## src/rtl/bin2bcd_seq.sv

```systemverilog
// Sequential binary-to-BCD converter (double-dabble), one input bit per cycle,
// valid/ready handshake on both sides, reports significant digit count.
module bin2bcd_seq #(
    parameter int unsigned N = 8,
    // Decimal digits of 2^N-1: floor(N*log10(2))+1 (2^N is never a power of 10).
    localparam int unsigned D = (N * 30103) / 100000 + 1,
    localparam int unsigned L = $clog2(D + 1)
) (
    input  logic             clk,
    input  logic             rst,
    input  logic             in_valid,
    input  logic [N-1:0]     in_data,
    output logic             in_ready,
    output logic             out_valid,
    input  logic             out_ready,
    output logic [4*D-1:0]   out_bcd,
    output logic [L-1:0]     out_len,
    output logic             busy
);

    localparam int unsigned CW = (N > 1) ? $clog2(N) : 1;

    typedef enum logic [1:0] {
        IDLE,
        CONV,
        DONE
    } state_t;

    state_t            state;
    state_t            state_next;
    logic [N-1:0]      bin_q;
    logic [4*D-1:0]    bcd_q;
    logic [CW-1:0]     cnt;
    logic [4*D-1:0]    bcd_adj;
    logic [4*D-1:0]    bcd_shift;
    logic [L-1:0]      len_next;
    logic              last_bit;

    assign last_bit  = (cnt == CW'(N - 1));
    assign in_ready  = (state == IDLE);
    assign out_valid = (state == DONE);
    assign busy      = (state != IDLE);

    // Add-3 adjust on every nibble >= 5, then shift the binary MSB into the BCD LSB.
    always_comb begin
        bcd_adj = bcd_q;
        for (int unsigned i = 0; i < D; i++) begin
            if (bcd_q[4*i +: 4] >= 4'd5) begin
                bcd_adj[4*i +: 4] = bcd_q[4*i +: 4] + 4'd3;
            end
        end
        bcd_shift = {bcd_adj[4*D-2:0], bin_q[N-1]};
    end

    // Significant digit count of the post-shift value; all-zero reports one digit.
    always_comb begin
        len_next = L'(1);
        for (int unsigned i = 0; i < D; i++) begin
            if (bcd_shift[4*i +: 4] != 4'd0) begin
                len_next = L'(i + 1);
            end
        end
    end

    // Controller state register.
    always_ff @(posedge clk) begin
        if (rst) begin
            state <= IDLE;
        end else begin
            state <= state_next;
        end
    end

    // Next-state decode: accept in IDLE, N shift cycles in CONV, hold in DONE until consumed.
    always_comb begin
        state_next = state;
        case (state)
            IDLE:    if (in_valid)  state_next = CONV;
            CONV:    if (last_bit)  state_next = DONE;
            DONE:    if (out_ready) state_next = IDLE;
            default: state_next = IDLE;
        endcase
    end

    // Shared datapath: load on accept, shift during CONV, capture the result on the last shift.
    always_ff @(posedge clk) begin
        if (rst) begin
            bin_q   <= '0;
            bcd_q   <= '0;
            cnt     <= '0;
            out_bcd <= '0;
            out_len <= L'(1);
        end else begin
            case (state)
                IDLE: begin
                    if (in_valid) begin
                        bin_q <= in_data;
                        bcd_q <= '0;
                        cnt   <= '0;
                    end
                end
                CONV: begin
                    bcd_q <= bcd_shift;
                    bin_q <= bin_q << 1;
                    cnt   <= cnt + CW'(1);
                    if (last_bit) begin
                        out_bcd <= bcd_shift;
                        out_len <= len_next;
                    end
                end
                default: ;
            endcase
        end
    end

endmodule

```

## config.mk

```make
export PLATFORM = sky130hd
export DESIGN_NAME = bin2bcd_seq
export DESIGN_NICKNAME = d
export VERILOG_FILES = /design/src/rtl/bin2bcd_seq.sv
export SDC_FILE = /design/constraint.sdc
export NUM_CORES = 1
export LEC_CHECK = 0
export ABC_CLOCK_PERIOD_IN_PS = 4200
export CAP_MARGIN = 20
export CORE_ASPECT_RATIO = 1.75
export CORE_UTILIZATION = 40
export DETAILED_ROUTE_END_ITERATION = 10
export PLACE_DENSITY = 0.64
export SYNTH_ARGS = -nofsm -noshare
export SYNTH_HDL_FRONTEND = slang
export SYNTH_SLANG_ARGS = --single-unit
```

## constraint.sdc

```tcl
create_clock -name clk -period 4.2 [get_ports clk]
set_input_delay 0.84 -clock clk [delete_from_list [all_inputs] [get_ports clk]]
set_output_delay 0.84 -clock clk [all_outputs]
set_load 0.1 [all_outputs]
```

==> results.ini, run 1 <==
[pwr]
peakVddDrop_v=0.000242
p_leak_uw=0.000860
p_per_area_nw_per_um2=317

[timing]
fin_setup_tns_ns=0
clock-skew-final_ns=0.00386
slew_headroom_pct=35.2
post-route-period-util_pct=77.3
rsz0062_at_grt=false
worstMarginPinSlew_ns=0.969
layout_min_cycle_time_ns=3.25
timing.fmax_mhz=308
drv_slew=0
setup_viol=0
holdWs_ns=0.455
hold_viol=0

[cells_and_area]
ff_latch_area_um2=781
final_core_utilization_pct=50.7
n_antenna_cell=0
multiInputGateArea_um2=996
drive_above_1_share_pct=4.72
n_fill_cell=440
syn2layout_area_growth_pct=20.5
design_area_um2=2250
final_nets=274

[setup_path]
start_kind=register
crit_required_ns=3.36
end_kind=output pin
critical_path_class=reg2out
cp_max_fo=21
critPathArrivalTime_ns=2.41

[yosys]
synthArstFlopShare_pct=0
syn-cell-area_um2=1870
ys.flop_type=dfxtp_1
avgSynthCellArea_um2=8.13
synth-edff-count=0
syn_nets=250
yosysSeqAreaShare_pct=41.7
synthCells=230
ys_ff_latch=39
yosys_warnings=0
ys_types=34

[clocking]
cts_max_path_buffers=2
post_cts_buffers=0
cts.clk_slew.worst_paths_ns=0.08
holdBufCountCts=0
cts_htree_levels=2
cts_tree=done
clk_latency_ns=0.29
cts_resized=0
clock_sinks=39
cts-root-buf=clkbuf_8
numCtsBuffers=5

[floorplan]
die_area_um2=4960
die_w_um=53.7
initial_core_util_pct=42.1
ioPinCount=29
die_h_um=92.5
coreArea_um2=4440
num_rows=32

[route]
vias=1616
drt-wirelength-per-cell_um=12.9
routed_wl_mm=3.94
vias_per_cell=5.30
drc=0
drtIter0Drc=35
drtAntennaViolNets=0
drt_pass1_iterations=4

[grt]
grt_first_pass_wirelength_mm=6.84
grt-ovfl-total=0
grt_usage_pct=18.6
grt_max_degree=40
antenna_found_initial=0
grt_pass1_vias=1581

[placed_design]
port_buffers=28
gp_congestion=0.749
hpwlAfterDp_mm=2.77
placed_cell_area_um2=2170

[run_status]
status=finished clean

[job]
maxCapViolations=0

[worst_hold_path]
hold_class=reg2reg

sequential cells by signal, summed over array words and instances, names as in the netlist:
register  cells
bin_q         8
bcd_q        12
state         2
out_bcd      12
out_len       2
cnt           3
critical path: stages (launching register included):
cell	delay, ns
dfxtp_1	0.74
nor2_1	0.16
inv_1	0.09
clkdlybuf4s50_1	1.12
cells in the final DEF (no fill, tap or decap), drive strengths merged, types with 6 or more instances in the layout:
master	instances
clkdlybuf4s50	28
nor2	44
dfxtp	39
nor3b	6
nor3	11
nand2	18
a21oi	24
a22oi	8
ha	8
nor2b	8
inv	8
a211oi	8
clkbuf	6
power breakdown:
group | internal, µW | switching [µW]
Sequential | 378 | 8.41
Combinational | 27.5 | 40.8
Clock | 129 | 131
Total | 535 | 180
layer usage:
metal | track usage, % | vias up | routed length (µm)
met2 | 34.2 | 23 | 2150
met5 | 0 | - | 0
met3 | 3.94 | 4 | 92
met4 | 6.58 | 0 | 49
met1 | 19.3 | 756 | 1650
li1 | - | 833 | -
per-stage QoR:
step	total power, µW	worst slack [ns]	std cells
floorplan	442	0.490	230
global placement	464	1.31	298
detailed placement	465	1.26	298
CTS	718	0.942	305
global route	743	0.805	305
finish	715	0.953	305
kinds of logic (layout without fill, tap and decap cells):
| logic type | count (synthesis) | in the layout | share of synthesized area (%) |
|---|---|---|---|
| AO/OA/AOI/OAI | 54 | 54 | 18.6 |
| XOR/XNOR | 3 | 3 | 1.40 |
| adder cells (fa/ha/maj) | 8 | 8 | 5.35 |
| buffers and inverters | 21 | 45 | 5.02 |
| flip-flops | 39 | 39 | 41.7 |
| multiplexers | 4 | 4 | 2.14 |
| AND/OR/NAND/NOR | 101 | 101 | 25.8 |
area by class of cell:
cell class / instances / share of cell area, %
Tap cell: 51 / 2.83
Sequential cell: 39 / 34.6
Clock buffer: 6 / 3.66
Multi-Input combinational cell: 170 / 44.2
Clock inverter: 1 / 0.222
Timing Repair Buffer: 30 / 13.1
Inverter: 8 / 1.33
worst paths after layout:
kind,depth (start not counted),to,slack (ns),from
setup reg to reg,5,out_len[1],2.12,state[0]
setup / recovery,3,busy,0.95,state[0]
hold reg to reg,2,out_bcd[1],0.46,out_bcd[1]
hold / removal,2,out_bcd[1],0.46,out_bcd[1]
synthesized netlist by cell type (2+ instances only):
| cell type | number | share of area [%] |
|---|---|---|
| a2bb2oi_1 | 2 | 0.94 |
| a21o_1 | 2 | 0.80 |
| mux2i_1 | 4 | 2.1 |
| clkbuf_1 | 5 | 1.0 |
| a211oi_1 | 7 | 2.8 |
| dfxtp_1 | 39 | 42 |
| buf_4 | 2 | 0.80 |
| ha_1 | 8 | 5.4 |
| nand3_1 | 3 | 0.80 |
| xnor2_1 | 3 | 1.4 |
| o21ai_1 | 2 | 0.54 |
| a22oi_1 | 8 | 3.2 |
| nand2b_1 | 5 | 1.7 |
| a21oi_1 | 23 | 6.2 |
| nand2_1 | 18 | 3.6 |
| nor2b_1 | 8 | 2.7 |
| buf_2 | 6 | 1.6 |
| nor2_1 | 44 | 8.8 |
| nor3_1 | 11 | 2.9 |
| inv_1 | 8 | 1.6 |
| o21ai_0 | 3 | 0.80 |
| and2_1 | 2 | 0.67 |
| nor3b_1 | 6 | 2.4 |
Note: power is estimated with default switching activity, not from simulation.
==> run 2, diff against run 1 <==
--- a/config.mk
+++ b/config.mk
@@ -5,7 +5,7 @@
 export SDC_FILE = /design/constraint.sdc
 export NUM_CORES = 1
 export LEC_CHECK = 0
-export ABC_CLOCK_PERIOD_IN_PS = 4200
+export ABC_CLOCK_PERIOD_IN_PS = 3200
 export CAP_MARGIN = 20
 export CORE_ASPECT_RATIO = 1.75
 export CORE_UTILIZATION = 40
==> constraint.sdc (replaced) <==
create_clock -name clk -period 3.2 [get_ports clk]
set_input_delay 0.64 -clock clk [delete_from_list [all_inputs] [get_ports clk]]
set_output_delay 0.64 -clock clk [all_outputs]
set_load 0.1 [all_outputs]
==> run 2 against run 1 <==
Power increased by 29%. Clock skew is 0.0059 ns higher. Global-route usage decreased by 0.45 points. Sequential power is 30% higher. Utilization shrank 0.87 points. Die area unchanged. Sequential share of layout area up 0.61 points. Critical path type unchanged.
==> results.ini, run 2 (synthesis gave the netlist of run 1 again) <==
[clocking]
cts-root-buf=clkbuf_8  ; unchanged
cts_max_path_buffers=2  ; unchanged
cts_htree_levels=2  ; unchanged
post_cts_buffers=0  ; unchanged
cts.clk_slew.worst_paths_ns=0.07  ; was 0.08 ns
cts_resized=0  ; unchanged
holdBufCountCts=0  ; unchanged
cts_tree=done  ; unchanged
clock_sinks=39  ; unchanged
numCtsBuffers=5  ; unchanged
clk_latency_ns=0.30  ; was 0.29 ns

[placed_design]
dp.cells=299  ; was 298
gp_congestion=0.766  ; was 0.749
port_buffers=28  ; unchanged
hpwlAfterDp_mm=2.76  ; was 2.77 mm

[setup_path]
end_kind=output pin  ; unchanged
crit_required_ns=2.56  ; was 3.36 ns
cp_max_fo=14  ; was 21
critical_path_class=reg2out  ; unchanged
start_kind=register  ; unchanged
critPathArrivalTime_ns=1.46  ; was 2.41 ns

[route]
drt_pass1_iterations=3  ; was 4
drt-wirelength-per-cell_um=12.7  ; was 12.9 µm
vias_per_cell=5.25  ; was 5.30
vias=1611  ; was 1616
drc=0  ; unchanged
drtIter0Drc=19  ; was 35
routed_wl_mm=3.89  ; was 3.94 mm
drtAntennaViolNets=0  ; unchanged

[cells_and_area]
final_cells=307  ; was 305
n_fill_cell=450  ; was 440
n_antenna_cell=0  ; unchanged
mostFrequentLayoutCells=43 x nor2_1, 39 x dfxtp_1, 23 x a21oi_1  ; was 44 x nor2_1, 39 x dfxtp_1, 28 x clkdlybuf4s50_1
drive_above_1_share_pct=11.7  ; was 4.72%
ff_latch_area_um2=781  ; unchanged
final_common_cell=nor2_1  ; unchanged
top_regs=bcd_q (12), out_bcd (12), bin_q (8)  ; unchanged
final_core_utilization_pct=49.8  ; was 50.7%
multiInputGateArea_um2=998  ; was 996 µm²
final_nets=275  ; was 274
syn2layout_area_growth_pct=18.4  ; was 20.5%

[run_status]
status=finished clean  ; unchanged

[grt]
grt_usage_pct=18.1  ; was 18.6%
grt_first_pass_wirelength_mm=6.64  ; was 6.84 mm
grt_max_degree=40  ; unchanged
grt-ovfl-total=0  ; unchanged
grt_pass1_vias=1513  ; was 1581
antenna_found_initial=0  ; unchanged

[timing]
slew_headroom_pct=58.4  ; was 35.2%
timing.fmax_mhz=477
fin_setup_tns_ns=0  ; unchanged
clock-skew-final_ns=0.00981  ; was 0.00386 ns
setup_viol=0  ; unchanged
holdWs_ns=0.455  ; about the same
layout_min_cycle_time_ns=2.10
rsz0062_at_grt=false  ; unchanged
drv_slew=0  ; unchanged
post-route-period-util_pct=65.5
worstMarginPinSlew_ns=0.624  ; was 0.969 ns
hold_viol=0  ; unchanged

[floorplan]
die_area_um2=4960  ; unchanged
num_rows=32  ; unchanged
die_w_um=53.7  ; unchanged
die_h_um=92.5  ; unchanged
initial_core_util_pct=42.1  ; unchanged
coreArea_um2=4440  ; unchanged
ioPinCount=29  ; unchanged

[worst_hold_path]
hold_class=reg2reg  ; unchanged

[pwr]
design_power_total_uw=921  ; was 715 µW
peakVddDrop_v=0.000244  ; was 0.000242 V
p_per_area_nw_per_um2=416  ; was 317 nW/µm²
p_leak_uw=0.000891  ; was 0.000860 µW

[job]
maxCapViolations=0  ; unchanged

run 2: cell count changes in the layout (fill, tap and decap cells not counted):
cell	change
nor2_2	+1
nor2_1	-1
clkbuf_1	+2
clkdlybuf4s50_1	-17
clkbuf_8	-1
buf_4	+18
run 2: per-stage QoR:
step / area [µm²] / setup WS [ns]
2_1_floorplan: 1870 / 0.387
3_3_place_gp: 2130 / 0.943
3_5_place_dp: 2130 / 0.916
4_1_cts: 2210 / 1.06
5_1_grt: 2210 / 1.01
6_report: 2210 / 1.10
run 2: path summary, 6_finish.rpt:
path | start | to | slack (ns) | cells past startpoint
hold reg to reg | out_bcd[1] | out_bcd[1] | 0.45 | 2
setup reg to reg | cnt[0] | out_len[0] | 1.28 | 7
hold / removal | out_bcd[1] | out_bcd[1] | 0.45 | 2
setup / recovery | state[1] | out_valid | 1.10 | 2
run 2: final cells by class:
class / instances / area share, %
clock buffer: 7 / 3.45
clock inverter: 1 / 0.226
inverter: 8 / 1.36
multi-input combinational: 170 / 45.1
sequential: 39 / 35.3
tap: 51 / 2.88
timing repair buffer: 31 / 11.8
run 2: power by group:
group | internal [µW] | switching, µW | leakage (µW) | total (µW)
sequential | 497 | 6.25 | 0.000317 | 503
clock | 153 | 170 | 0.0000422 | 323
combinational | 36.8 | 58.2 | 0.000532 | 95.0
total | 686 | 234 | 0.000891 | 921
run 2: per-layer routing:
layer | routed length (µm) | GRT usage [%] | up-vias
met5 | 0 | 0 | -
li1 | - | - | 835
met4 | 87 | 8.55 | 0
met1 | 1540 | 18.7 | 746
met2 | 2180 | 32.4 | 23
met3 | 80 | 3.94 | 7
run 2: worst max-delay path, stage by stage (launching register included):
cell and delay [ns]:
dfxtp_1 0.61, nor2b_1 0.24, buf_4 0.31
==> run 3, diff against run 2 <==
--- a/config.mk
+++ b/config.mk
@@ -5,7 +5,7 @@
 export SDC_FILE = /design/constraint.sdc
 export NUM_CORES = 1
 export LEC_CHECK = 0
-export ABC_CLOCK_PERIOD_IN_PS = 3200
+export ABC_CLOCK_PERIOD_IN_PS = 2200
 export CAP_MARGIN = 20
 export CORE_ASPECT_RATIO = 1.75
 export CORE_UTILIZATION = 40
==> constraint.sdc (replaced) <==
create_clock -name clk -period 2.2 [get_ports clk]
set_input_delay 0.44 -clock clk [delete_from_list [all_inputs] [get_ports clk]]
set_output_delay 0.44 -clock clk [all_outputs]
set_load 0.1 [all_outputs]
==> run 3 against run 2 <==
Clock power up 67%. Highest routed layer unchanged. Clock skew decreased by 0.0032 ns. Critical path type unchanged. Clock-buffer cell count is 1 higher. Power rose by 54%. Cell count up 0.65%. Utilization rose by 1.8 points. Sequential cell count did not move. Critical endpoint unchanged. Global-route usage grew 0.89 points. Die area stayed put. Non-clock buffer count up 2. First-iteration DRC count decreased by 11%.
==> results.ini, run 3 (synthesis gave the netlist of run 1 again) <==
[pwr]
swShare_pct=24.5  ; was 25.4%
p_leak_uw=0.000923  ; was 0.000891 µW
design_power_total_uw=1420  ; was 921 µW
p_sw_uw=347  ; was 234 µW
power_frac_comb_pct=10.3  ; about the same
seqPwrFrac_pct=51.7  ; was 54.6%
power.share.clock_pct=38.0  ; was 35.1%
internal-power_uw=1070  ; was 686 µW
peakVddDrop_v=0.000395  ; was 0.000244 V
p_per_area_nw_per_um2=618  ; was 416 nW/µm²

[cells_and_area]
n_fill_cell=458  ; was 450
syn2layout_area_growth_pct=22.6  ; was 18.4%
mostFrequentLayoutCells=43 x nor2_1, 39 x dfxtp_1, 23 x a21oi_1  ; unchanged
final_common_cell=nor2_1  ; unchanged
final_nets=277  ; was 275
n_antenna_cell=0  ; unchanged
final_core_utilization_pct=51.6  ; was 49.8%
drive_above_1_share_pct=13.2  ; was 11.7%
top_regs=bcd_q (12), out_bcd (12), bin_q (8)  ; unchanged

[clocking]
cts_resized=0  ; unchanged
cts.clk_slew.worst_paths_ns=0.07  ; about the same
numCtsBuffers=5  ; unchanged
post_cts_buffers=0  ; unchanged
cts_htree_levels=2  ; unchanged
cts_tree=done  ; unchanged
holdBufCountCts=0  ; unchanged
clk_latency_ns=0.30  ; about the same
cts-root-buf=clkbuf_8  ; unchanged
clock_sinks=39  ; unchanged
cts_max_path_buffers=2  ; unchanged

[route]
drc=0  ; unchanged
vias=1612  ; was 1611
drt_pass1_iterations=4  ; was 3
vias_per_cell=5.22  ; was 5.25
drt-wirelength-per-cell_um=12.6  ; was 12.7 µm
drtIter0Drc=17  ; was 19
drtAntennaViolNets=0  ; unchanged
routed_wl_mm=3.89  ; about the same

[timing]
layout_min_cycle_time_ns=1.87
rsz0062_at_grt=false  ; unchanged
hold_viol=0  ; unchanged
clock-skew-final_ns=0.00662  ; was 0.00981 ns
worstMarginPinSlew_ns=0.613  ; was 0.624 ns
setup_viol=0  ; unchanged
holdWs_ns=0.456  ; was 0.455 ns
timing.fmax_mhz=535
post-route-period-util_pct=85.0
slew_headroom_pct=59.2  ; was 58.4%
drv_slew=0  ; unchanged
fin_setup_tns_ns=0  ; unchanged

[placed_design]
hpwlAfterDp_mm=2.85  ; was 2.76 mm
port_buffers=28  ; unchanged
gp_congestion=0.725  ; was 0.766

[setup_path]
critical_path_class=reg2out  ; unchanged
crit_slowest_cell=dfxtp_1  ; unchanged
max_stage_delay_ns=0.63  ; was 0.61 ns
start_kind=register  ; unchanged
cp_max_fo=14  ; unchanged
end_kind=output pin  ; unchanged
crit_required_ns=1.76  ; was 2.56 ns
critPathArrivalTime_ns=1.43  ; was 1.46 ns
crit_buf_inv=1  ; unchanged
crit_path_cell_trace=nor2b_2 > buf_12  ; was nor2b_1 > buf_4
crit_family=flip-flops  ; unchanged

[grt]
grt_first_pass_wirelength_mm=6.95  ; was 6.64 mm
antenna_found_initial=0  ; unchanged
grt_pass1_vias=1573  ; was 1513
grt_max_degree=40  ; unchanged
grt_usage_pct=19.0  ; was 18.1%
grt-ovfl-total=0  ; unchanged

[worst_hold_path]
hold_class=reg2reg  ; unchanged

[floorplan]
initial_core_util_pct=42.1  ; unchanged
die_area_um2=4960  ; unchanged
ioPinCount=29  ; unchanged
die_w_um=53.7  ; unchanged
num_rows=32  ; unchanged
coreArea_um2=4440  ; unchanged
die_h_um=92.5  ; unchanged

[job]
maxCapViolations=0  ; unchanged

[run_status]
status=finished clean  ; unchanged

## run 3: cell count changes in the layout (fill, tap and decap cells not counted), sizes merged
cell	delta
clkinv	-1
buf	+2
clkbuf	+1
## run 3: layout make-up
cell class	count	area, µm²	area share (%)
Tap cell	51	63.8	2.78
Multi-Input combinational cell	170	1010	43.9
Clock buffer	8	100	4.36
Inverter	8	30.0	1.31
Sequential cell	39	781	34.0
Timing Repair Buffer	33	313	13.6
## run 3: metrics by stage
stage          worst slack, ns  instance area (µm²)  instances
2_1_floorplan           0.0475                 1880        230
3_3_place_gp             0.313                 2190        301
3_5_place_dp             0.292                 2190        301
4_1_cts                  0.301                 2290        309
5_1_grt                  0.200                 2290        309
6_report                 0.329                 2290        309
## run 3: worst min-delay path: stages (launching register included)
cell     delay (ns)
dfxtp_1        0.31
nand2_1        0.05
a21oi_1        0.05
## run 3: worst paths after layout
kind              startpoint    endpoint  slack [ns]  depth (start not counted)
setup / recovery    state[1]   out_valid        0.33                          2
hold / removal    out_bcd[9]  out_bcd[9]        0.46                          2
setup reg to reg      cnt[0]  out_len[0]        0.37                          7
hold reg to reg   out_bcd[9]  out_bcd[9]        0.46                          2
## run 3: metal layers
layer / wire (µm) / track usage, % / vias up
met5: 0 / 0 / -
met4: 87 / 10.1 / 0
met3: 92 / 3.45 / 6
met2: 2170 / 34.8 / 23
met1: 1540 / 18.7 / 743
li1: - / - / 840
## run 3: power groups by stage
stage	Combinational, µW	Clock (µW)	Sequential [µW]
finish	145	538	733
global route	164	577	736
CTS	148	555	733
detailed placement	148	0	750
global placement	147	0	750
floorplan	100	0	746
